[src/rtl/c7bbiu_rd_sched_if.sv]
// Read-side BIU bundle: IFU and LSU request/response links plus the AXI AR/R channels.
// Optional fault outputs exist only when C7BBIU_RD_FAULT_EN is defined.
interface c7bbiu_rd_sched_if;
  // IFU link
  logic        ifu_biu_rd_req;
  logic [31:0] ifu_biu_rd_addr;
  logic        ifu_biu_cancel;
  logic        biu_ifu_rd_ack;
  logic        biu_ifu_data_valid;
  logic [31:0] biu_ifu_data;
  // LSU link
  logic        lsu_biu_rd_req;
  logic [31:0] lsu_biu_rd_addr;
  logic        biu_lsu_rd_ack;
  logic        biu_lsu_data_valid;
  logic [31:0] biu_lsu_data;
  // AXI read address channel
  logic        ext_biu_ar_ready;
  logic        biu_ext_ar_valid;
  logic [3:0]  biu_ext_ar_id;
  logic [31:0] biu_ext_ar_addr;
  logic [7:0]  biu_ext_ar_len;
  logic [2:0]  biu_ext_ar_size;
  logic [1:0]  biu_ext_ar_burst;
  // AXI read data channel
  logic        biu_ext_r_ready;
  logic        ext_biu_r_valid;
  logic [3:0]  ext_biu_r_id;
  logic [31:0] ext_biu_r_data;
  logic        ext_biu_r_last;
  logic [1:0]  ext_biu_r_resp;
`ifdef C7BBIU_RD_FAULT_EN
  logic        biu_ifu_fault;
  logic        biu_lsu_fault;
`endif

  // Scheduler side
  modport slave (
`ifdef C7BBIU_RD_FAULT_EN
    output biu_ifu_fault, biu_lsu_fault,
`endif
    input  ifu_biu_rd_req, ifu_biu_rd_addr, ifu_biu_cancel,
    output biu_ifu_rd_ack, biu_ifu_data_valid, biu_ifu_data,
    input  lsu_biu_rd_req, lsu_biu_rd_addr,
    output biu_lsu_rd_ack, biu_lsu_data_valid, biu_lsu_data,
    input  ext_biu_ar_ready,
    output biu_ext_ar_valid, biu_ext_ar_id, biu_ext_ar_addr,
    output biu_ext_ar_len, biu_ext_ar_size, biu_ext_ar_burst,
    output biu_ext_r_ready,
    input  ext_biu_r_valid, ext_biu_r_id, ext_biu_r_data, ext_biu_r_last, ext_biu_r_resp
  );

  // Environment side: requesters and the AXI slave
  modport master (
`ifdef C7BBIU_RD_FAULT_EN
    input  biu_ifu_fault, biu_lsu_fault,
`endif
    output ifu_biu_rd_req, ifu_biu_rd_addr, ifu_biu_cancel,
    input  biu_ifu_rd_ack, biu_ifu_data_valid, biu_ifu_data,
    output lsu_biu_rd_req, lsu_biu_rd_addr,
    input  biu_lsu_rd_ack, biu_lsu_data_valid, biu_lsu_data,
    output ext_biu_ar_ready,
    input  biu_ext_ar_valid, biu_ext_ar_id, biu_ext_ar_addr,
    input  biu_ext_ar_len, biu_ext_ar_size, biu_ext_ar_burst,
    input  biu_ext_r_ready,
    output ext_biu_r_valid, ext_biu_r_id, ext_biu_r_data, ext_biu_r_last, ext_biu_r_resp
  );
endinterface

[src/rtl/c7bbiu_rd_sched.sv]
// BIU read scheduler: arbitrates IFU/LSU reads onto one AXI AR channel, one read in flight.
// Define C7BBIU_RD_FAULT_EN to add per-requester fault outputs driven from R resp[1].
module c7bbiu_rd_sched #(
  parameter int       STARVE_MAX = 4,
  parameter bit [3:0] IFU_ID     = 4'h0,
  parameter bit [3:0] LSU_ID     = 4'h1
) (
  input  logic              clk,
  input  logic              resetn,
  c7bbiu_rd_sched_if.slave  bus
);

  typedef enum logic [1:0] {
    ST_IDLE  = 2'd0,
    ST_AR    = 2'd1,
    ST_RDATA = 2'd2
  } state_t;

  localparam logic [2:0] STARVE_LIM = 3'(STARVE_MAX);
  localparam int         OWN_IFU    = 0;

  state_t      state_reg, state_next;
  logic        owner_reg, owner_next;     // 0 = IFU, 1 = LSU
  logic [31:0] addr_reg, addr_next;
  logic [3:0]  id_reg, id_next;
  logic [2:0]  streak_reg, streak_next;
  logic        drop_reg, drop_next;

  logic        any_req;
  logic        grant_lsu;
  logic        ar_hs;
  logic        beat_match;
  logic        cancel_hit;
  logic [1:0]  suppress_vec;
  logic [1:0]  ack_vec;
  logic [1:0]  valid_vec;

  assign any_req   = bus.ifu_biu_rd_req | bus.lsu_biu_rd_req;
  // LSU wins ties until IFU has been passed over STARVE_MAX times in a row
  assign grant_lsu = bus.lsu_biu_rd_req &
                     ~(bus.ifu_biu_rd_req & (streak_reg == STARVE_LIM));

  assign ar_hs      = (state_reg == ST_AR) & bus.ext_biu_ar_ready;
  assign beat_match = (state_reg == ST_RDATA) & bus.ext_biu_r_valid &
                      (bus.ext_biu_r_id == id_reg);
  assign cancel_hit = bus.ifu_biu_cancel & (owner_reg == 1'(OWN_IFU));

  // A cancel in the beat's own cycle must already hide that beat
  assign suppress_vec = {1'b0, drop_reg | bus.ifu_biu_cancel};

  genvar gi;
  generate
    for (gi = 0; gi < 2; gi++) begin : g_req
      assign ack_vec[gi]   = ar_hs & (owner_reg == 1'(gi));
      assign valid_vec[gi] = beat_match & (owner_reg == 1'(gi)) & ~suppress_vec[gi];
    end
  endgenerate

  always_ff @(posedge clk or negedge resetn) begin
    if (!resetn) begin
      state_reg  <= ST_IDLE;
      owner_reg  <= 1'(OWN_IFU);
      addr_reg   <= 32'd0;
      id_reg     <= IFU_ID;
      streak_reg <= 3'd0;
      drop_reg   <= 1'b0;
    end else begin
      state_reg  <= state_next;
      owner_reg  <= owner_next;
      addr_reg   <= addr_next;
      id_reg     <= id_next;
      streak_reg <= streak_next;
      drop_reg   <= drop_next;
    end
  end

  always_comb begin
    state_next  = state_reg;
    owner_next  = owner_reg;
    addr_next   = addr_reg;
    id_next     = id_reg;
    streak_next = streak_reg;
    drop_next   = drop_reg;
    case (state_reg)
      ST_IDLE: begin
        drop_next = 1'b0;
        if (any_req) begin
          owner_next = grant_lsu;
          addr_next  = grant_lsu ? bus.lsu_biu_rd_addr : bus.ifu_biu_rd_addr;
          id_next    = grant_lsu ? LSU_ID : IFU_ID;
          state_next = ST_AR;
          if (!grant_lsu) begin
            streak_next = 3'd0;
          end else if (bus.ifu_biu_rd_req && (streak_reg != 3'd7)) begin
            streak_next = streak_reg + 3'd1;
          end
        end
      end
      ST_AR: begin
        if (cancel_hit) begin
          drop_next = 1'b1;
        end
        if (bus.ext_biu_ar_ready) begin
          state_next = ST_RDATA;
        end
      end
      ST_RDATA: begin
        if (cancel_hit) begin
          drop_next = 1'b1;
        end
        if (beat_match && bus.ext_biu_r_last) begin
          state_next = ST_IDLE;
          drop_next  = 1'b0;
        end
      end
      default: begin
        state_next = ST_IDLE;
      end
    endcase
  end

  assign bus.biu_ext_ar_valid  = (state_reg == ST_AR);
  assign bus.biu_ext_ar_id     = id_reg;
  assign bus.biu_ext_ar_addr   = addr_reg;
  assign bus.biu_ext_ar_len    = 8'd0;
  assign bus.biu_ext_ar_size   = 3'b010;
  assign bus.biu_ext_ar_burst  = 2'b01;
  // Mismatched-id beats are still accepted so a stray response cannot stall R
  assign bus.biu_ext_r_ready   = (state_reg == ST_RDATA);

  assign bus.biu_ifu_rd_ack     = ack_vec[0];
  assign bus.biu_lsu_rd_ack     = ack_vec[1];
  assign bus.biu_ifu_data_valid = valid_vec[0];
  assign bus.biu_lsu_data_valid = valid_vec[1];
  assign bus.biu_ifu_data       = bus.ext_biu_r_data;
  assign bus.biu_lsu_data       = bus.ext_biu_r_data;

`ifdef C7BBIU_RD_FAULT_EN
  assign bus.biu_ifu_fault = valid_vec[0] & bus.ext_biu_r_resp[1];
  assign bus.biu_lsu_fault = valid_vec[1] & bus.ext_biu_r_resp[1];
`else
  logic unused_resp;
  assign unused_resp = ^bus.ext_biu_r_resp;
`endif

endmodule

[src/flat_wrapper.sv]
// flat-port wrapper written by rule: the top's interface ports become plain ports
module c7bbiu_rd_sched_flat 
#(
  parameter int       STARVE_MAX = 4,
  parameter bit [3:0] IFU_ID     = 4'h0,
  parameter bit [3:0] LSU_ID     = 4'h1
)
  (clk, resetn, bus_ifu_biu_rd_req, bus_ifu_biu_rd_addr, bus_ifu_biu_cancel, bus_biu_ifu_rd_ack, bus_biu_ifu_data_valid, bus_biu_ifu_data, bus_lsu_biu_rd_req, bus_lsu_biu_rd_addr, bus_biu_lsu_rd_ack, bus_biu_lsu_data_valid, bus_biu_lsu_data, bus_ext_biu_ar_ready, bus_biu_ext_ar_valid, bus_biu_ext_ar_id, bus_biu_ext_ar_addr, bus_biu_ext_ar_len, bus_biu_ext_ar_size, bus_biu_ext_ar_burst, bus_biu_ext_r_ready, bus_ext_biu_r_valid, bus_ext_biu_r_id, bus_ext_biu_r_data, bus_ext_biu_r_last, bus_ext_biu_r_resp);
  c7bbiu_rd_sched_if bus_i ();
  input  logic clk;
  input  logic resetn;
  input wire logic [$bits(bus_i.ifu_biu_rd_req)-1:0] bus_ifu_biu_rd_req;
  input wire logic [$bits(bus_i.ifu_biu_rd_addr)-1:0] bus_ifu_biu_rd_addr;
  input wire logic [$bits(bus_i.ifu_biu_cancel)-1:0] bus_ifu_biu_cancel;
  output wire logic [$bits(bus_i.biu_ifu_rd_ack)-1:0] bus_biu_ifu_rd_ack;
  output wire logic [$bits(bus_i.biu_ifu_data_valid)-1:0] bus_biu_ifu_data_valid;
  output wire logic [$bits(bus_i.biu_ifu_data)-1:0] bus_biu_ifu_data;
  input wire logic [$bits(bus_i.lsu_biu_rd_req)-1:0] bus_lsu_biu_rd_req;
  input wire logic [$bits(bus_i.lsu_biu_rd_addr)-1:0] bus_lsu_biu_rd_addr;
  output wire logic [$bits(bus_i.biu_lsu_rd_ack)-1:0] bus_biu_lsu_rd_ack;
  output wire logic [$bits(bus_i.biu_lsu_data_valid)-1:0] bus_biu_lsu_data_valid;
  output wire logic [$bits(bus_i.biu_lsu_data)-1:0] bus_biu_lsu_data;
  input wire logic [$bits(bus_i.ext_biu_ar_ready)-1:0] bus_ext_biu_ar_ready;
  output wire logic [$bits(bus_i.biu_ext_ar_valid)-1:0] bus_biu_ext_ar_valid;
  output wire logic [$bits(bus_i.biu_ext_ar_id)-1:0] bus_biu_ext_ar_id;
  output wire logic [$bits(bus_i.biu_ext_ar_addr)-1:0] bus_biu_ext_ar_addr;
  output wire logic [$bits(bus_i.biu_ext_ar_len)-1:0] bus_biu_ext_ar_len;
  output wire logic [$bits(bus_i.biu_ext_ar_size)-1:0] bus_biu_ext_ar_size;
  output wire logic [$bits(bus_i.biu_ext_ar_burst)-1:0] bus_biu_ext_ar_burst;
  output wire logic [$bits(bus_i.biu_ext_r_ready)-1:0] bus_biu_ext_r_ready;
  input wire logic [$bits(bus_i.ext_biu_r_valid)-1:0] bus_ext_biu_r_valid;
  input wire logic [$bits(bus_i.ext_biu_r_id)-1:0] bus_ext_biu_r_id;
  input wire logic [$bits(bus_i.ext_biu_r_data)-1:0] bus_ext_biu_r_data;
  input wire logic [$bits(bus_i.ext_biu_r_last)-1:0] bus_ext_biu_r_last;
  input wire logic [$bits(bus_i.ext_biu_r_resp)-1:0] bus_ext_biu_r_resp;
  assign bus_i.ifu_biu_rd_req = bus_ifu_biu_rd_req;
  assign bus_i.ifu_biu_rd_addr = bus_ifu_biu_rd_addr;
  assign bus_i.ifu_biu_cancel = bus_ifu_biu_cancel;
  assign bus_biu_ifu_rd_ack = bus_i.biu_ifu_rd_ack;
  assign bus_biu_ifu_data_valid = bus_i.biu_ifu_data_valid;
  assign bus_biu_ifu_data = bus_i.biu_ifu_data;
  assign bus_i.lsu_biu_rd_req = bus_lsu_biu_rd_req;
  assign bus_i.lsu_biu_rd_addr = bus_lsu_biu_rd_addr;
  assign bus_biu_lsu_rd_ack = bus_i.biu_lsu_rd_ack;
  assign bus_biu_lsu_data_valid = bus_i.biu_lsu_data_valid;
  assign bus_biu_lsu_data = bus_i.biu_lsu_data;
  assign bus_i.ext_biu_ar_ready = bus_ext_biu_ar_ready;
  assign bus_biu_ext_ar_valid = bus_i.biu_ext_ar_valid;
  assign bus_biu_ext_ar_id = bus_i.biu_ext_ar_id;
  assign bus_biu_ext_ar_addr = bus_i.biu_ext_ar_addr;
  assign bus_biu_ext_ar_len = bus_i.biu_ext_ar_len;
  assign bus_biu_ext_ar_size = bus_i.biu_ext_ar_size;
  assign bus_biu_ext_ar_burst = bus_i.biu_ext_ar_burst;
  assign bus_biu_ext_r_ready = bus_i.biu_ext_r_ready;
  assign bus_i.ext_biu_r_valid = bus_ext_biu_r_valid;
  assign bus_i.ext_biu_r_id = bus_ext_biu_r_id;
  assign bus_i.ext_biu_r_data = bus_ext_biu_r_data;
  assign bus_i.ext_biu_r_last = bus_ext_biu_r_last;
  assign bus_i.ext_biu_r_resp = bus_ext_biu_r_resp;
  c7bbiu_rd_sched #(.STARVE_MAX(STARVE_MAX), .IFU_ID(IFU_ID), .LSU_ID(LSU_ID)) u_core (.clk(clk), .resetn(resetn), .bus(bus_i));
endmodule
[config.mk]
export PLATFORM = sky130hd
export DESIGN_NAME = c7bbiu_rd_sched_flat
export DESIGN_NICKNAME = d
export VERILOG_FILES = /design/src/rtl/c7bbiu_rd_sched_if.sv /design/src/rtl/c7bbiu_rd_sched.sv /design/src/flat_wrapper.sv
export SDC_FILE = /design/constraint.sdc
export NUM_CORES = 1
export LEC_CHECK = 0
export BUFFER_PORTS_ARGS = -buffer_cell sky130_fd_sc_hd__buf_2
export CORE_MARGIN = 2
export CORE_UTILIZATION = 34
export DETAILED_ROUTE_END_ITERATION = 6
export MAX_ROUTING_LAYER = met4
export PLACE_DENSITY = 0.75
export SETUP_SLACK_MARGIN = 0.2
export SLEW_MARGIN = 20
export SYNTH_ARGS = -nofsm -noshare
export SYNTH_HDL_FRONTEND = slang
export SYNTH_SLANG_ARGS = --single-unit
export TNS_END_PERCENT = 30
[constraint.sdc]
create_clock -name clk -period 1.7 [get_ports clk]
set_input_delay 0 -clock clk [delete_from_list [all_inputs] [get_ports clk]]
set_output_delay 0 -clock clk [all_outputs]
set_load 0.01 [all_outputs]
==> results.sh <==
export IMPL_status="finished clean"
export IMPL_critPathLaunchType="register"
export IMPL_crit_buf_inv=1
export IMPL_grt_busiest_layer="met2"
export IMPL_numCtsBuffers=5
export IMPL_place_congestion=0.672
export IMPL_hp_class="in2out"
export IMPL_cp_max_fo=3
export IMPL_required_ps=1700
export IMPL_antenna_cells=0
export IMPL_met2_usage_pct=25.9
export IMPL_grt_max_degree=53
export IMPL_grt_usage_pct=14.5
export IMPL_hpwlAfterDp_um=4110
export IMPL_final_util_pct=43.6
export IMPL_avgSynthCellArea_sq_um=9.31
export IMPL_slowest_stage="dfrtp_2"
export IMPL_slowest_delay_ps=420
export IMPL_chipHeight_um=90.9
export IMPL_yosys_warnings=0
export IMPL_ys_seq_area_share_pct=38.0
export IMPL_hold_ws_ps=0.00490
export IMPL_slew_headroom_pct=40.9
export IMPL_final_net_count=465
export IMPL_dp_cells=415
export IMPL_antenna_found_initial=0
export IMPL_totalNegativeSetupSlack_ps=0
export IMPL_finalWirelength_um=6270
export IMPL_grt_pass1_wl_um=9290
export IMPL_htree_levels=2
export IMPL_drt_iter0_markers=81
export IMPL_synth_cell_types=27
export IMPL_leakagePower_nw=1.67
export IMPL_io_buffers=114
export IMPL_clock_root_buffer="clkbuf_8"
export IMPL_grtUsageMet1_pct=14.7
export IMPL_post_route_period_util_pct=86.7
export IMPL_syn_inst=276
export IMPL_slew_violations=0
export IMPL_crit_path_end_kind="output pin"
export IMPL_ys_ff_latch=39
export IMPL_drive_gt1_share_pct=44.3
export IMPL_yosysTopAreaCellShare_pct=38.0
export IMPL_ir_drop_uv=637
export IMPL_clk_path_buf_depth=2
export IMPL_p_total_mw=4.43
export IMPL_syn_area_sq_um=2570
export IMPL_crit_type="reg2out"
export IMPL_vias=1990
export IMPL_initial_core_util_pct=35.2
export IMPL_dpl_instance_area_sq_um=2730
export IMPL_worstMarginPinSlew_ps=887
export IMPL_final_cell_area_sq_um=3180
export IMPL_dieArea_sq_um=8270
export IMPL_largest_register_ffs=32
export IMPL_clk_latency_ps=280
export IMPL_cp_arrival_ps=1470
export IMPL_drc=0
export IMPL_yosys_top_cells_area="dfrtp_1 (38%), buf_4 (24%), mux2i_1 (12%)"
export IMPL_grt_pass1_vias=1947
export IMPL_place_ws_ps=166
export IMPL_finalSetupViolations=0
export IMPL_grt_overflow=0
export IMPL_drt_first_pass_iters=4
export IMPL_ant_nets=0
export IMPL_wire_per_inst_um=14.0
export IMPL_power_density_nw_per_um2=1400
export IMPL_fp_row_count=31
export IMPL_core_sq_um=7290
export IMPL_rsz0062_at_grt="yes"
export IMPL_cts_tree="done"
export IMPL_via_per_inst=4.45
export IMPL_area_growth_syn_to_layout_pct=23.6
export IMPL_period_needed_ps=1470
export IMPL_io_pins=229
export IMPL_crit_chain="xor2_1 > nor2_1 > nand2_1 > nor4_2 > buf_2"
export IMPL_synth_largest_area_cell="dfrtp_1"
export IMPL_fin_skew_ps=7.93
export IMPL_die_w_um=90.9
export IMPL_critPathTopFamily="flip-flops"
export IMPL_clkTransAtPathRegs_ps=80
export IMPL_met3_usage_pct=3.65
export IMPL_hold_viol_final=0
export IMPL_max_cap_violations=0
export IMPL_cts_sinks=39
export IMPL_max_freq_mhz=679
export IMPL_fin_cells=447
export IMPL_fin_ws_ps=226
## final timing paths
check	startpoint	end	slack [ps]	depth (start not counted)
max	u_core.bus.biu_ext_ar_id[0]	bus_biu_ifu_data_valid	230	5
max reg2reg	u_core.streak_reg[1]	u_core.streak_reg[0]	260	7
min	bus_ext_biu_r_data[14]	bus_biu_lsu_data[14]	0.005	0
min in group asynchronous	resetn	u_core.bus.biu_ext_ar_addr[22]	360	2
max in group asynchronous	resetn	u_core.state_reg[1]	710	2
min reg2reg	u_core.bus.biu_ext_ar_addr[13]	u_core.bus.biu_ext_ar_addr[13]	470	2
## placed cells by master (no fill, tap or decap), drive strengths merged
cell type and instances:
a21oi 4, xor2 1, nor4 1, o22ai 1
nand3 1, a32o 1, conb 16, dfrtp 39
o21a 1, o21ai 33, a22o 2, nor3b 1
inv 5, or4b 1, o31ai 1, mux2i 32
nor2b 2, nand2 37, nor2 7, and3 2
o21bai 1, dlygate4sd3 17, a31oi 2, clkinv 1
ha 7, buf 124, mux2 1, clkbuf 7
## timing repair
action,4_1_cts,5_1_grt
hold endpoints to repair,51,1
pin swaps,2,1
gates resized for setup,6,18
hold buffers,16,1
endpoints found under the setup margin,34,39
setup buffers,3,3
gates cloned,1,1
## area by class of cell
type / count / area (sq um)
Fill cell: 727 / 4120
Multi-Input combinational cell: 155 / 1080
Sequential cell: 39 / 980
Timing Repair Buffer: 142 / 890
Tap cell: 99 / 124
Clock buffer: 6 / 82.6
Inverter: 5 / 18.8
Clock inverter: 1 / 5.00
## worst reg2reg max path, delay by kind of cell, from the launching register on
family	cells	cell delay (ps)
buffers and inverters	2	220
adders and majority gates	1	130
and+or+nand+nor	2	210
AOI/OAI and AO/OA	1	90
muxes	1	260
DFF	1	420
## cells in the mapped netlist
cell type	number
conb_1	2
dfrtp_1	39
or4b_4	1
mux2i_1	32
xor2_1	1
clkbuf_1	7
nor3b_1	1
a22o_1	2
o21ai_0	33
nor4_1	1
buf_2	3
o31ai_4	1
and3_1	2
mux2_2	1
nand2_1	37
a21oi_1	4
o21a_1	1
a31oi_1	2
nor2b_1	2
o22ai_1	1
buf_4	81
a32o_1	1
nor2_1	7
ha_1	7
inv_1	5
o21bai_1	1
nand3_1	1
## cell families (layout without fill, tap and decap cells)
family / count (synthesis) / count (layout) / synth area share (%)
XOR/XNOR: 1 / 1 / 0.341
flip-flops: 39 / 39 / 38.0
AND/OR/NAND/NOR: 52 / 52 / 8.67
other: 2 / 16 / 0.292
adder cells (fa/ha/maj): 7 / 7 / 3.41
buffers and inverters: 96 / 154 / 26.0
multiplexers: 33 / 33 / 12.9
AO/OA/AOI/OAI: 46 / 46 / 10.4
## routing by layer
layer | routed length, um | part of all wire, %
met1 | 2260 | 36
met2 | 3380 | 54
met3 | 435 | 6.9
met4 | 193 | 3.1
met5 | 0 | 0
## report_power, final
| part | internal (mW) | total, mW | switching [mW] |
|---|---|---|---|
| Clock | 0.318 | 0.630 | 0.312 |
| Sequential | 1.38 | 1.65 | 0.269 |
| Combinational | 0.972 | 2.15 | 1.18 |
No activity file was read; power rests on OpenSTA's default activity.
